--- src/rtl/cordic_dsp_pkg.sv ---
// Shared constants, types and arithmetic helpers for the CORDIC/NCO back-end.
// The CORDIC gain constant is used only when IQ_DUMP_GAIN_COMP_EN is defined.
package cordic_dsp_pkg;

  localparam int CORDIC_GAIN_COMP_Q15 = 19898;
  localparam int IQ_OUT_W             = 16;

  typedef struct packed {
    logic [IQ_OUT_W-1:0] I;
    logic [IQ_OUT_W-1:0] Q;
  } iq_sample_t;

  function automatic int clog2(input int v);
    int r;
    r = 0;
    while ((64'd1 << r) < 64'(v)) r = r + 1;
    return r;
  endfunction

  // Clamp a wide signed value into a w-bit signed range; flags when it clipped.
  function automatic logic signed [63:0] sat_clamp(input logic signed [63:0] x,
                                                   input int w,
                                                   output logic clipped);
    logic signed [63:0] hi;
    logic signed [63:0] lo;
    hi = (64'sd1 <<< (w - 1)) - 64'sd1;
    lo = -(64'sd1 <<< (w - 1));
    clipped = 1'b1;
    if (x > hi) begin
      sat_clamp = hi;
    end else if (x < lo) begin
      sat_clamp = lo;
    end else begin
      sat_clamp = x;
      clipped   = 1'b0;
    end
  endfunction

endpackage

--- src/rtl/iq_out_fifo.sv ---
// Two-entry valid/ready output buffer. Results arriving while it is full (and
// not draining) are dropped and latch a sticky overflow flag.
module iq_out_fifo #(
  parameter int W = 32
) (
  input  logic         clk,
  input  logic         srst,
  input  logic         wr_valid,
  input  logic [W-1:0] wr_data,
  input  logic         wr_sat,
  input  logic         rd_ready,
  output logic         rd_valid,
  output logic [W-1:0] rd_data,
  output logic         sat,
  output logic         overflow
);

  logic [W-1:0] mem_reg  [2];
  logic [W-1:0] mem_next [2];
  logic [1:0]   count_reg;
  logic [1:0]   count_next;
  logic         sat_reg;
  logic         overflow_reg;
  logic         pop;
  logic         accept;

  assign pop    = (count_reg != 2'd0) && rd_ready;
  assign accept = wr_valid && ((count_reg != 2'd2) || pop);

  // mem_reg[0] is the head; it is left untouched on the final pop so the
  // outputs keep showing the last value handed over.
  always_comb begin
    mem_next   = mem_reg;
    count_next = count_reg;
    case (count_reg)
      2'd0: begin
        if (accept) begin
          mem_next[0] = wr_data;
          count_next  = 2'd1;
        end
      end
      2'd1: begin
        if (pop && accept) begin
          mem_next[0] = wr_data;
        end else if (pop) begin
          count_next = 2'd0;
        end else if (accept) begin
          mem_next[1] = wr_data;
          count_next  = 2'd2;
        end
      end
      default: begin
        if (pop) begin
          mem_next[0] = mem_reg[1];
          if (accept) mem_next[1] = wr_data;
          else        count_next  = 2'd1;
        end
      end
    endcase
  end

  always_ff @(posedge clk) begin
    if (srst) begin
      mem_reg[0]   <= '0;
      mem_reg[1]   <= '0;
      count_reg    <= 2'd0;
      sat_reg      <= 1'b0;
      overflow_reg <= 1'b0;
    end else begin
      mem_reg   <= mem_next;
      count_reg <= count_next;
      sat_reg   <= accept && wr_sat;
      if (wr_valid && !accept) overflow_reg <= 1'b1;
    end
  end

  assign rd_valid = (count_reg != 2'd0);
  assign rd_data  = mem_reg[0];
  assign sat      = sat_reg;
  assign overflow = overflow_reg;

endmodule

--- src/rtl/iq_dump_decimator.sv ---
// Integrate-and-dump I/Q decimator with round-half-up, saturation and a 2-entry
// output buffer. Define IQ_DUMP_GAIN_COMP_EN to add CORDIC gain compensation.
module iq_dump_decimator
  import cordic_dsp_pkg::*;
#(
  parameter int IN_W  = 22,
  parameter int OUT_W = 16,
  parameter int DECIM = 8,
  parameter int SHIFT = 9
) (
  input  logic             CLK_12MHZ,
  input  logic             RESET,
  input  logic             in_valid,
  input  logic [IN_W-1:0]  in_I,
  input  logic [IN_W-1:0]  in_Q,
  output logic             out_valid,
  input  logic             out_ready,
  output logic [OUT_W-1:0] out_I,
  output logic [OUT_W-1:0] out_Q,
  output logic             sat,
  output logic             overflow
);

  localparam int LOG_D = clog2(DECIM);
  localparam int AW    = IN_W + LOG_D;
  localparam logic [LOG_D-1:0]  CNT_LAST = LOG_D'(DECIM - 1);
  localparam logic signed [AW:0] HALF    = (AW + 1)'(1) << (SHIFT - 1);

  logic [LOG_D-1:0]   cnt_reg;
  logic               dump;
  logic [IN_W-1:0]    in_ch      [2];
  logic [OUT_W-1:0]   stage_data [2];
  logic [1:0]         clip;
  logic               res_valid_reg;
  logic               res_sat_reg;
  logic               wr_valid;
  logic               wr_sat;
  logic [2*OUT_W-1:0] wr_data;
  logic [2*OUT_W-1:0] rd_data;

  assign in_ch[0] = in_I;
  assign in_ch[1] = in_Q;
  assign dump     = in_valid && (cnt_reg == CNT_LAST);

  // DECIM is a power of two, so the counter wraps on its own.
  always_ff @(posedge CLK_12MHZ) begin
    if (RESET)         cnt_reg <= '0;
    else if (in_valid) cnt_reg <= cnt_reg + LOG_D'(1);
  end

`ifdef IQ_DUMP_GAIN_COMP_EN
  logic [1:0] gclip;
  logic       gain_valid_reg;
  logic       gain_sat_reg;
`endif

  genvar gi;
  generate
    for (gi = 0; gi < 2; gi++) begin : g_ch
      logic signed [AW-1:0]    acc_reg;
      logic signed [AW-1:0]    sum;
      logic signed [AW:0]      rnd;
      logic signed [OUT_W-1:0] res_next;
      logic signed [OUT_W-1:0] res_reg;
      logic                    clip_loc;

      assign sum = acc_reg + AW'($signed(in_ch[gi]));
      // One guard bit so adding the rounding constant cannot wrap.
      assign rnd = ((AW + 1)'(sum) + HALF) >>> SHIFT;

      always_comb begin
        clip_loc = 1'b0;
        res_next = OUT_W'(sat_clamp(64'(rnd), OUT_W, clip_loc));
      end

      always_ff @(posedge CLK_12MHZ) begin
        if (RESET) begin
          acc_reg <= '0;
          res_reg <= '0;
        end else begin
          if (in_valid) acc_reg <= dump ? '0 : sum;
          if (dump)     res_reg <= res_next;
        end
      end

      assign clip[gi] = clip_loc;

`ifdef IQ_DUMP_GAIN_COMP_EN
      logic signed [OUT_W-1:0] gain_next;
      logic signed [OUT_W-1:0] gain_reg;
      logic                    gclip_loc;

      always_comb begin
        gclip_loc = 1'b0;
        gain_next = OUT_W'(sat_clamp(
            (64'(res_reg) * 64'(CORDIC_GAIN_COMP_Q15) + 64'sd16384) >>> 15,
            OUT_W, gclip_loc));
      end

      always_ff @(posedge CLK_12MHZ) begin
        if (RESET) gain_reg <= '0;
        else       gain_reg <= gain_next;
      end

      assign gclip[gi]      = gclip_loc;
      assign stage_data[gi] = gain_reg;
`else
      assign stage_data[gi] = res_reg;
`endif
    end
  endgenerate

  always_ff @(posedge CLK_12MHZ) begin
    if (RESET) begin
      res_valid_reg <= 1'b0;
      res_sat_reg   <= 1'b0;
    end else begin
      res_valid_reg <= dump;
      res_sat_reg   <= dump && (|clip);
    end
  end

`ifdef IQ_DUMP_GAIN_COMP_EN
  always_ff @(posedge CLK_12MHZ) begin
    if (RESET) begin
      gain_valid_reg <= 1'b0;
      gain_sat_reg   <= 1'b0;
    end else begin
      gain_valid_reg <= res_valid_reg;
      gain_sat_reg   <= res_sat_reg || (res_valid_reg && (|gclip));
    end
  end
  assign wr_valid = gain_valid_reg;
  assign wr_sat   = gain_sat_reg;
`else
  assign wr_valid = res_valid_reg;
  assign wr_sat   = res_sat_reg;
`endif

  assign wr_data = {stage_data[0], stage_data[1]};

  iq_out_fifo #(
    .W(2 * OUT_W)
  ) u_fifo (
    .clk      (CLK_12MHZ),
    .srst     (RESET),
    .wr_valid (wr_valid),
    .wr_data  (wr_data),
    .wr_sat   (wr_sat),
    .rd_ready (out_ready),
    .rd_valid (out_valid),
    .rd_data  (rd_data),
    .sat      (sat),
    .overflow (overflow)
  );

  assign out_I = rd_data[2*OUT_W-1:OUT_W];
  assign out_Q = rd_data[OUT_W-1:0];

endmodule

--- config.mk ---
export PLATFORM = sky130hd
export DESIGN_NAME = iq_dump_decimator
export DESIGN_NICKNAME = d
export VERILOG_FILES = /design/src/rtl/cordic_dsp_pkg.sv /design/src/rtl/iq_out_fifo.sv /design/src/rtl/iq_dump_decimator.sv
export SDC_FILE = /design/constraint.sdc
export NUM_CORES = 1
export LEC_CHECK = 0
export CAP_MARGIN = 20
export CORE_ASPECT_RATIO = 0.9
export CORE_MARGIN = 10
export CORE_UTILIZATION = 65
export CTS_BUF_LIST = sky130_fd_sc_hd__clkbuf_4 sky130_fd_sc_hd__clkbuf_8
export DETAILED_ROUTE_END_ITERATION = 10
export PLACE_DENSITY = 0.88
export SYNTH_ARGS = -nofsm -noshare
export SYNTH_HDL_FRONTEND = slang
export SYNTH_SLANG_ARGS = --single-unit
--- constraint.sdc ---
create_clock -name CLK_12MHZ -period 10.6 [get_ports CLK_12MHZ]
set_input_delay 2.12 -clock CLK_12MHZ [delete_from_list [all_inputs] [get_ports CLK_12MHZ]]
set_output_delay 2.12 -clock CLK_12MHZ [all_outputs]
set_load 0.02 [all_outputs]
# Yosys cells after proc, flatten, opt, wreduce, memory -nomap -nowiden
# Cells that the tools add are included.
[totals]
register_bits = 155
elab_cells = 73
[op_classes]
n_addsub = 5
magnitude_cmp = 4
eq_ne = 9
mux = 25
bitwise_logic = 1
reduce_logical = 17
[ops]
columns = ["operator", "n"]
rows = [
  ["32-bit two-way mux", 5],
  ["32-bit one-hot mux with 2 select lines", 2],
  ["16-bit two-way mux", 4],
  ["64-bit two-way mux", 1],
  ["25-bit by 10-bit adder with 26-bit output (second input constant)", 2],
  ["25-bit by 22-bit adder with 25-bit output", 2],
  ["25-bit two-way mux", 2],
  ["17-bit by 16-bit greater-than comparator with 1-bit output (second input constant)", 2],
  ["17-bit by 16-bit less-than comparator with 1-bit output (second input constant)", 2],
  ["2-bit two-way mux", 6],
  ["1-bit logical AND", 7],
  ["2-bit inequality test (second input constant)", 3],
  ["5-bit AND reduction", 1],
  ["1-bit two-way mux", 4],
  ["2-bit by 1-bit inequality test with 1-bit output (second input constant)", 2],
  ["2-bit one-hot mux with 2 select lines", 1],
  ["4-bit AND reduction", 1],
  ["2-bit nonzero test", 2],
  ["3-bit by 1-bit adder with 3-bit output (second input constant)", 1],
  ["3-bit equality test (second input constant)", 1],
  ["3-bit by 1-bit inequality test with 1-bit output (second input constant)", 1],
  ["3-bit inequality test (second input constant)", 1],
  ["3-bit AND reduction", 1],
  ["3-bit nonzero test", 1],
  ["other kinds (6)", 6],
]

# Depth between registers and ports, before layout
# Gate-level depths: netlist of run 1.
[depth]
word_depth = 8
depth_mapped = 15

# By module
# Synthesis of run 1 repeated with hierarchy kept, for this count alone.
[hier_totals]
cells_unflattened = 1241
area_unflattened_um2 = 10706.5
[by_module_without_submodules]
columns = ["module", "instances", "cells_each", "area_each_um2", "seq_area_each_um2"]
rows = [
  ["iq_dump_decimator", 1, 890, 7145.6, 1741.7],
  ["iq_out_fifo", 1, 351, 3560.9, 1361.3],
]

# Worst setup path before layout of run 1
# Ideal clock, no wire load.
[synth_path]
kind = "input to register"
start = "input port in_I[3]"
end = "register g_ch[0].res_reg[10]"
setup_time_ps = 150
t_arrival_ps = 4957
required_time_ps = 10450
path_slack_ps = 5494
stages = 13
cell_sequence = "ha_1 -> a21o_1 -> a21o_1 -> o21ai_1 -> and3_1 -> or2_2 -> ha_1 -> and3_1 -> nand4_1 -> nor4_4 -> nand2_2 -> o31ai_4 -> o211ai_1"
[synth_between]
elab_chain_cells = 5
elab_cells_between_ends = 6
cone_classes = "add/sub (2); order compare (2); mux (2)"
[synth_lines]
columns = ["item", "line", "source"]
rows = [
  ["start: declaration", "iq_dump_decimator.sv:14", "input logic [IN_W-1:0] in_I,"],
  ["25-bit by 22-bit adder with 25-bit output *", "iq_dump_decimator.sv:67", "assign sum = acc_reg + AW'($signed(in_ch[gi]));"],
  ["25-bit by 10-bit adder with 26-bit output *", "iq_dump_decimator.sv:69", "assign rnd = ((AW + 1)'(sum) + HALF) >>> SHIFT;"],
  ["17-bit by 16-bit less-than comparator with 1-bit output", "cordic_dsp_pkg.sv:31", "end else if (x < lo) begin"],
  ["16-bit two-way mux", "cordic_dsp_pkg.sv:31", ""],
  ["16-bit two-way mux *", "cordic_dsp_pkg.sv:29", "if (x > hi) begin"],
  ["end signal: assignment", "iq_dump_decimator.sv:82", "if (dump) res_reg <= res_next;"],
  ["end: declaration", "iq_dump_decimator.sv:64", "logic signed [OUT_W-1:0] res_reg;"],
]
# Every way passes the cells marked *; elsewhere a longest branch is shown, timed or not.
# A chain may end at the register's enable or synchronous reset.

# Final worst setup path of run 1
[layout_path]
start = "input port in_I[0]"
end = "register g_ch[0].res_reg[10]"
# Same word-level chain as after synthesis.

==> results of run 1 <==
-- final cells by class --
| class | instances | area share [%] |
|---|---|---|
| clock buffers | 18 | 2.23 |
| clock inverters | 14 | 1.62 |
| diodes | 1 | 0.0231 |
| flip-flops and latches | 155 | 28.7 |
| inverters | 24 | 0.832 |
| well taps | 198 | 2.29 |
| repair buffers | 89 | 8.30 |
| multi-input cells | 930 | 56.0 |
-- cells by family after synthesis --
logic type / Yosys count / share of synthesized area [%]
flops: 155 / 31.7
compound gates: 330 / 23.8
simple gates: 447 / 21.6
fa+ha+maj: 54 / 7.06
buf+inv: 127 / 6.41
xor+xnor: 60 / 5.37
mux: 39 / 4.02
-- cell usage after synthesis, drive strengths merged, types with 11 or more instances --
| cell | instances |
|---|---|
| nand3 | 33 |
| dfxtp | 155 |
| xor2 | 19 |
| ha | 52 |
| nand4 | 15 |
| nor3 | 21 |
| a21oi | 102 |
| a211oi | 55 |
| a22oi | 37 |
| o21ai | 35 |
| mux2i | 37 |
| inv | 23 |
| nand2 | 142 |
| o211ai | 16 |
| xnor2 | 41 |
| and2 | 13 |
| buf | 48 |
| nor2 | 159 |
| clkbuf | 55 |
| and3 | 11 |
| a21o | 14 |
-- worst max-delay path, stage by stage --
cell and delay (ps):
clkdlybuf4s50_1 470, ha_1 170, inv_1 60, fa_1 380, nor2b_1 250, o31ai_1 160, o21a_1 260, o21ai_0 380
xnor2_1 220, nand4_1 290, nor4_4 520, nand2_2 170, o31ai_4 290, o211ai_1 150
-- worst paths after layout --
check	slack, ps	depth (start not counted)	endpoint
worst min register to register	460	2	u_fifo.mem_reg[12]
worst max-delay path	5010	14	g_ch[0].res_reg[10]
worst min-delay path	460	2	u_fifo.mem_reg[12]
worst max register to register	6790	13	g_ch[0].res_reg[10]
-- metrics by stage --
stage / hold WS, ps / instance area [um2] / std cells / utilization [%] / setup WS, ps
after floorplan: 409 / 9780 / 1212 / - / 5490
after global placement: 441 / 10400 / 1394 / 70.4 / 4740
after detailed placement: 446 / 10400 / 1394 / 70.4 / 4600
after CTS: 458 / 10800 / 1426 / 73.3 / 5060
after global routing: 477 / 10800 / 1429 / 73.6 / 4670
final: 458 / 10800 / 1429 / 73.6 / 5010
-- metal layers --
layer,GRT usage [%],vias up
met4,7.35,0
met2,35.1,320
met1,32.2,4100
li1,-,4365
met3,4.49,26
met5,0,-
-- report_power, final --
| part | switching, mW | total, mW | internal (mW) | leakage [nW] |
|---|---|---|---|---|
| combinational | 0.325 | 0.529 | 0.204 | 2.47 |
| sequential | 0.0156 | 0.622 | 0.607 | 1.26 |
| clock | 0.250 | 0.471 | 0.222 | 0.211 |
| total | 0.590 | 1.62 | 1.03 | 3.94 |
==> flow_metrics.env, run 1 <==
export IMPL_cts_setup_buffers=0
export IMPL_wl_mm=23.9
export IMPL_drt_iter0_markers=883
export IMPL_worst_path_max_fanout=8
export IMPL_cts_buffer_depth=2
export IMPL_hold_viol_final=0
export IMPL_slew_viol_final=0
export IMPL_portBuffers=82
export IMPL_grtUsageTotal_pct=23.1
export IMPL_tns_ps=0
export IMPL_fin_nets=1319
export IMPL_rows=42
export IMPL_htree_levels=4
export IMPL_drc=0
export IMPL_cts_root_buf="clkbuf_8"
export IMPL_vias=8811
export IMPL_p_per_area_nw_per_um2=150
export IMPL_tritoncts="built"
export IMPL_die_area_um2=20400
export IMPL_synth_cells=1212
export IMPL_largest_register_ffs=50
export IMPL_hpwl_mm=17.2
export IMPL_netlist_area_leader_share_pct=31.7
export IMPL_dr_max_layer_used="met4"
export IMPL_yosys_area_top_type="dfxtp_1"
export IMPL_critPathRequiredTime_ps=10910
export IMPL_register_area_um2=3100
export IMPL_multi_input_area_um2=6070
export IMPL_die_y_um=136
export IMPL_avgSynthCellArea_um2=8.07
export IMPL_worstSetupPathType="input port to register"
export IMPL_hp_class="register to register"
export IMPL_power_leakage_nw=3.94
export IMPL_netlist_area_um2=9780
export IMPL_crit_arrival_ps=5900
export IMPL_rsz0062_at_grt="no"
export IMPL_yosysSeqAreaShare_pct=31.7
export IMPL_fin_crit_sh_pct=52.7
export IMPL_setup_viol=0
export IMPL_grt_pass1_vias=8189
export IMPL_via_per_inst=6.17
export IMPL_syn2layout_area_growth_pct=10.7
export IMPL_syn_nets=1314
export IMPL_vdd_drop_max_uv=117
export IMPL_yosys_warnings=0
export IMPL_drive_above_1_share_pct=6.91
export IMPL_status="finished, final reports clean"
export IMPL_insertion_delay_ps=470
export IMPL_clock_sinks=155
export IMPL_grt_max_degree=82
export IMPL_cts_made_buffers=17
export IMPL_antenna_found_initial=1
export IMPL_drv_cap=0
export IMPL_ant_nets=0
export IMPL_netlist_top_cells_area="dfxtp_1 32%, ha_1 6.7%, nor2_1 6.1%, nand2_1 5.4%, a21oi_1 5.1%"
export IMPL_wl_met2_mm=10.6
export IMPL_start_util_pct=66.5
export IMPL_fin_crit_ps=5590
export IMPL_yosys_most_used_dff="dfxtp_1"
export IMPL_wl_met1_mm=11.3
export IMPL_skew_ps=18.1
export IMPL_die_width_um=149
export IMPL_critPathLaunchType="input port"
export IMPL_fillers=1189
export IMPL_synth_async_reset_ratio_pct=0
export IMPL_pin_count=83
export IMPL_maxSlewHeadroom_pct=26.6
export IMPL_drt_pass1_iterations=6
export IMPL_power_mw=1.62
export IMPL_endpoint_kind="register"
export IMPL_r2r_start="g_ch[0].acc_reg[0]"
export IMPL_overflow=0
export IMPL_max_slew_worst_pin_slew_ps=1100
export IMPL_grt_pass1_wl_mm=39.4
export IMPL_wl_met3_mm=1.68
export IMPL_synth_edff_count=0
export IMPL_yosysUniqueCellTypes=86
export IMPL_ctsHoldBuffers=0
export IMPL_clkTransAtPathRegs_ps=90
export IMPL_timing_fmax_ghz=0.179
export IMPL_layout_commonest_cell="nor2_1"
export IMPL_mostFrequentLayoutCells="158 x nor2_1, 154 x dfxtp_1, 141 x nand2_1, 98 x a21oi_1, 81 x clkdlybuf4s50_1"
export IMPL_cts_resized=0
export IMPL_globalplace_congestion=0.957
export IMPL_ys_ff_latch=155
export IMPL_coreArea_um2=14700
export IMPL_cp_startpoint="in_I[0]"
export IMPL_wl_per_cell_um=16.7
export IMPL_min_from="u_fifo.mem_reg[12]"
Power figures use the tool's default switching activity.
==> run 2: changes to the inputs <==
--- a/config.mk
+++ b/config.mk
@@ -8,10 +8,10 @@
 export CAP_MARGIN = 20
 export CORE_ASPECT_RATIO = 0.9
 export CORE_MARGIN = 10
-export CORE_UTILIZATION = 65
+export CORE_UTILIZATION = 55
 export CTS_BUF_LIST = sky130_fd_sc_hd__clkbuf_4 sky130_fd_sc_hd__clkbuf_8
 export DETAILED_ROUTE_END_ITERATION = 10
-export PLACE_DENSITY = 0.88
+export PLACE_DENSITY = 0.79
 export SYNTH_ARGS = -nofsm -noshare
 export SYNTH_HDL_FRONTEND = slang
 export SYNTH_SLANG_ARGS = --single-unit
==> constraint.sdc (replaced) <==
create_clock -name CLK_12MHZ -period 4.8 [get_ports CLK_12MHZ]
set_input_delay 0.96 -clock CLK_12MHZ [delete_from_list [all_inputs] [get_ports CLK_12MHZ]]
set_output_delay 0.96 -clock CLK_12MHZ [all_outputs]
set_load 0.02 [all_outputs]
==> run 2 against run 1 <==
  * Final area rose by 1.8%
  * Non-clock buffer count rose by 21
  * Combinational power rose by 130%
  * Via count fell by 0.96%
  * Clock skew rose by 1.1 ps
  * Sequential share of layout area fell by 0.50 points
  * Sequential cell count did not move
  * Core utilization fell by 11 points
  * Wire length rose by 0.26%
  * Cell count rose by 4.3%
  * Largest cell class unchanged
  * Highest routed layer unchanged
==> flow_metrics.env, run 2 (same netlist as run 1, synthesis figures left out) <==
export IMPL_status="finished, final reports clean"
export IMPL_r2r_start="g_ch[0].acc_reg[0]"
export IMPL_switching_share_pct=37.0
export IMPL_grt_max_degree=90
export IMPL_grt_pass1_vias=8047
export IMPL_wl_mm=23.9
export IMPL_rsz0062_at_grt="no"
export IMPL_antenna_cells=0
export IMPL_dp_cells=1457
export IMPL_pin_count=83
export IMPL_place_ws_ps=22.4
export IMPL_hpwl_mm=17.5
export IMPL_fillers=1543
export IMPL_crit_chain="clkdlybuf4s50_1 > ha_1 > inv_1 > fa_1 > nor2b_1 > o31ai_1 > o21a_1 > o21ai_0 > xnor2_1 > nand4_1 > nor4_4 > nand2_2 > o31ai_4 > o211ai_1"
export IMPL_p_sw_mw=1.33
export IMPL_htree_levels=4
export IMPL_via_per_inst=5.85
export IMPL_portBuffers=82
export IMPL_cp_startpoint="in_I[0]"
export IMPL_seqPwrFrac_pct=38.1
export IMPL_insertion_delay_ps=470
export IMPL_ctsHoldBuffers=0
export IMPL_wl_per_cell_um=16.1
export IMPL_setup_viol=0
export IMPL_slew_viol_final=0
export IMPL_ff2ff_path_depth=13
export IMPL_cts_made_buffers=17
export IMPL_worst_path_max_fanout=5
export IMPL_coreArea_um2=17600
export IMPL_fin_crit_sh_pct=90.2
export IMPL_tns_ps=0
export IMPL_internal_power_mw=2.27
export IMPL_timing_fmax_ghz=0.231
export IMPL_hold_viol_final=0
export IMPL_max_slew_worst_pin_slew_ps=947
export IMPL_grtUsageTotal_pct=19.7
export IMPL_critPathBufInv=2
export IMPL_grt_pass1_wl_mm=39.5
export IMPL_slowest_delay_ps=490
export IMPL_cts_root_buf="clkbuf_8"
export IMPL_syn2layout_area_growth_pct=12.6
export IMPL_crit_arrival_ps=4670
export IMPL_critPathLaunchType="input port"
export IMPL_die_area_um2=23500
export IMPL_clkTransAtPathRegs_ps=90
export IMPL_layout_commonest_cell="nor2_1"
export IMPL_tritoncts="built"
export IMPL_r2r_slack_ps=1130
export IMPL_hp_class="register to register"
export IMPL_whs_ps=459
export IMPL_drive_above_1_share_pct=8.47
export IMPL_cts_buffer_depth=2
export IMPL_fin_ws_ps=468
export IMPL_drc=0
export IMPL_cp_depth=14
export IMPL_die_width_um=161
export IMPL_cpMaxStageDelayCell="clkdlybuf4s50_1"
export IMPL_fin_nets=1340
export IMPL_worstSetupPathType="input port to register"
export IMPL_instances_no_fill=1491
export IMPL_cts_resized=0
export IMPL_largest_register_ffs=50
export IMPL_start_util_pct=55.7
export IMPL_critPathRequiredTime_ps=5140
export IMPL_globalplace_congestion=0.955
export IMPL_endpoint="g_ch[0].res_reg[8]"
export IMPL_vias=8726
export IMPL_drv_cap=0
export IMPL_mostFrequentLayoutCells="158 x nor2_1, 154 x dfxtp_1, 141 x nand2_1, 98 x a21oi_1, 81 x clkdlybuf4s50_1"
export IMPL_drt_iter0_markers=735
export IMPL_antenna_found_initial=0
export IMPL_critical_path_top_delay_family="compound AO/OA/AOI/OAI gates"
export IMPL_overflow=0
export IMPL_vdd_drop_max_uv=198
export IMPL_cts_setup_buffers=0
export IMPL_p_clk_share_pct=27.9
export IMPL_comb_power_share_pct=33.9
export IMPL_power_leakage_nw=4.03
export IMPL_postLayoutCoreUtil_pct=62.8
export IMPL_maxSlewHeadroom_pct=36.9
export IMPL_fin_crit_ps=4330
export IMPL_clock_sinks=155
export IMPL_rows=46
export IMPL_endpoint_kind="register"
export IMPL_ant_nets=0
export IMPL_p_per_area_nw_per_um2=327
export IMPL_die_y_um=147
export IMPL_r2r_end="g_ch[0].res_reg[8]"
export IMPL_skew_ps=19.1
export IMPL_drt_pass1_iterations=5
-- run 2: power groups by stage --
stage | Combinational (mW) | Sequential [mW] | Clock, mW
floorplan | 0.888 | 1.39 | 0
global placement | 1.18 | 1.40 | 0
detailed placement | 1.19 | 1.40 | 0
CTS | 1.20 | 1.37 | 1.02
global route | 1.35 | 1.38 | 1.08
finish | 1.22 | 1.37 | 1.01
-- run 2: final cells by class --
cell class | instances | area [um2] | share of cell area (%)
inverters | 24 | 90.1 | 0.818
multi-input cells | 930 | 6070 | 55.1
repair buffers | 110 | 1070 | 9.70
flip-flops and latches | 155 | 3100 | 28.2
well taps | 240 | 300 | 2.73
clock inverters | 15 | 154 | 1.40
clock buffers | 17 | 234 | 2.12
-- run 2: routing by layer --
layer | share of wire, % | GRT usage [%]
met5 | 0 | 0
met4 | 1.4 | 5.92
met3 | 5.7 | 3.93
met2 | 44 | 29.8
met1 | 49 | 27.6
-- run 2: through the flow --
| stage | area (um2) | total power, mW |
|---|---|---|
| floorplan | 9780 | 2.28 |
| global placement | 10600 | 2.58 |
| detailed placement | 10600 | 2.60 |
| CTS | 11000 | 3.60 |
| global route | 11000 | 3.81 |
| finish | 11000 | 3.60 |
-- run 2: worst min-delay path by stage --
stage                                   from                  to  slack [ps]  cells after the start
after floorplan                  res_sat_reg          u_fifo.sat         410                      2
after global placement    u_fifo.mem_reg[16]  u_fifo.mem_reg[16]         440                      2
after detailed placement   u_fifo.mem_reg[0]   u_fifo.mem_reg[0]         450                      2
after CTS                  u_fifo.mem_reg[0]   u_fifo.mem_reg[0]         460                      2
after global routing       u_fifo.mem_reg[0]   u_fifo.mem_reg[0]         480                      2
final                     u_fifo.mem_reg[14]  u_fifo.mem_reg[14]         460                      2
-- run 2: tightest hold or removal path, cell delays in order, from the launching register on --
cell	delay, ps
dfxtp_1	320
nand2_1	50
a21oi_1	50
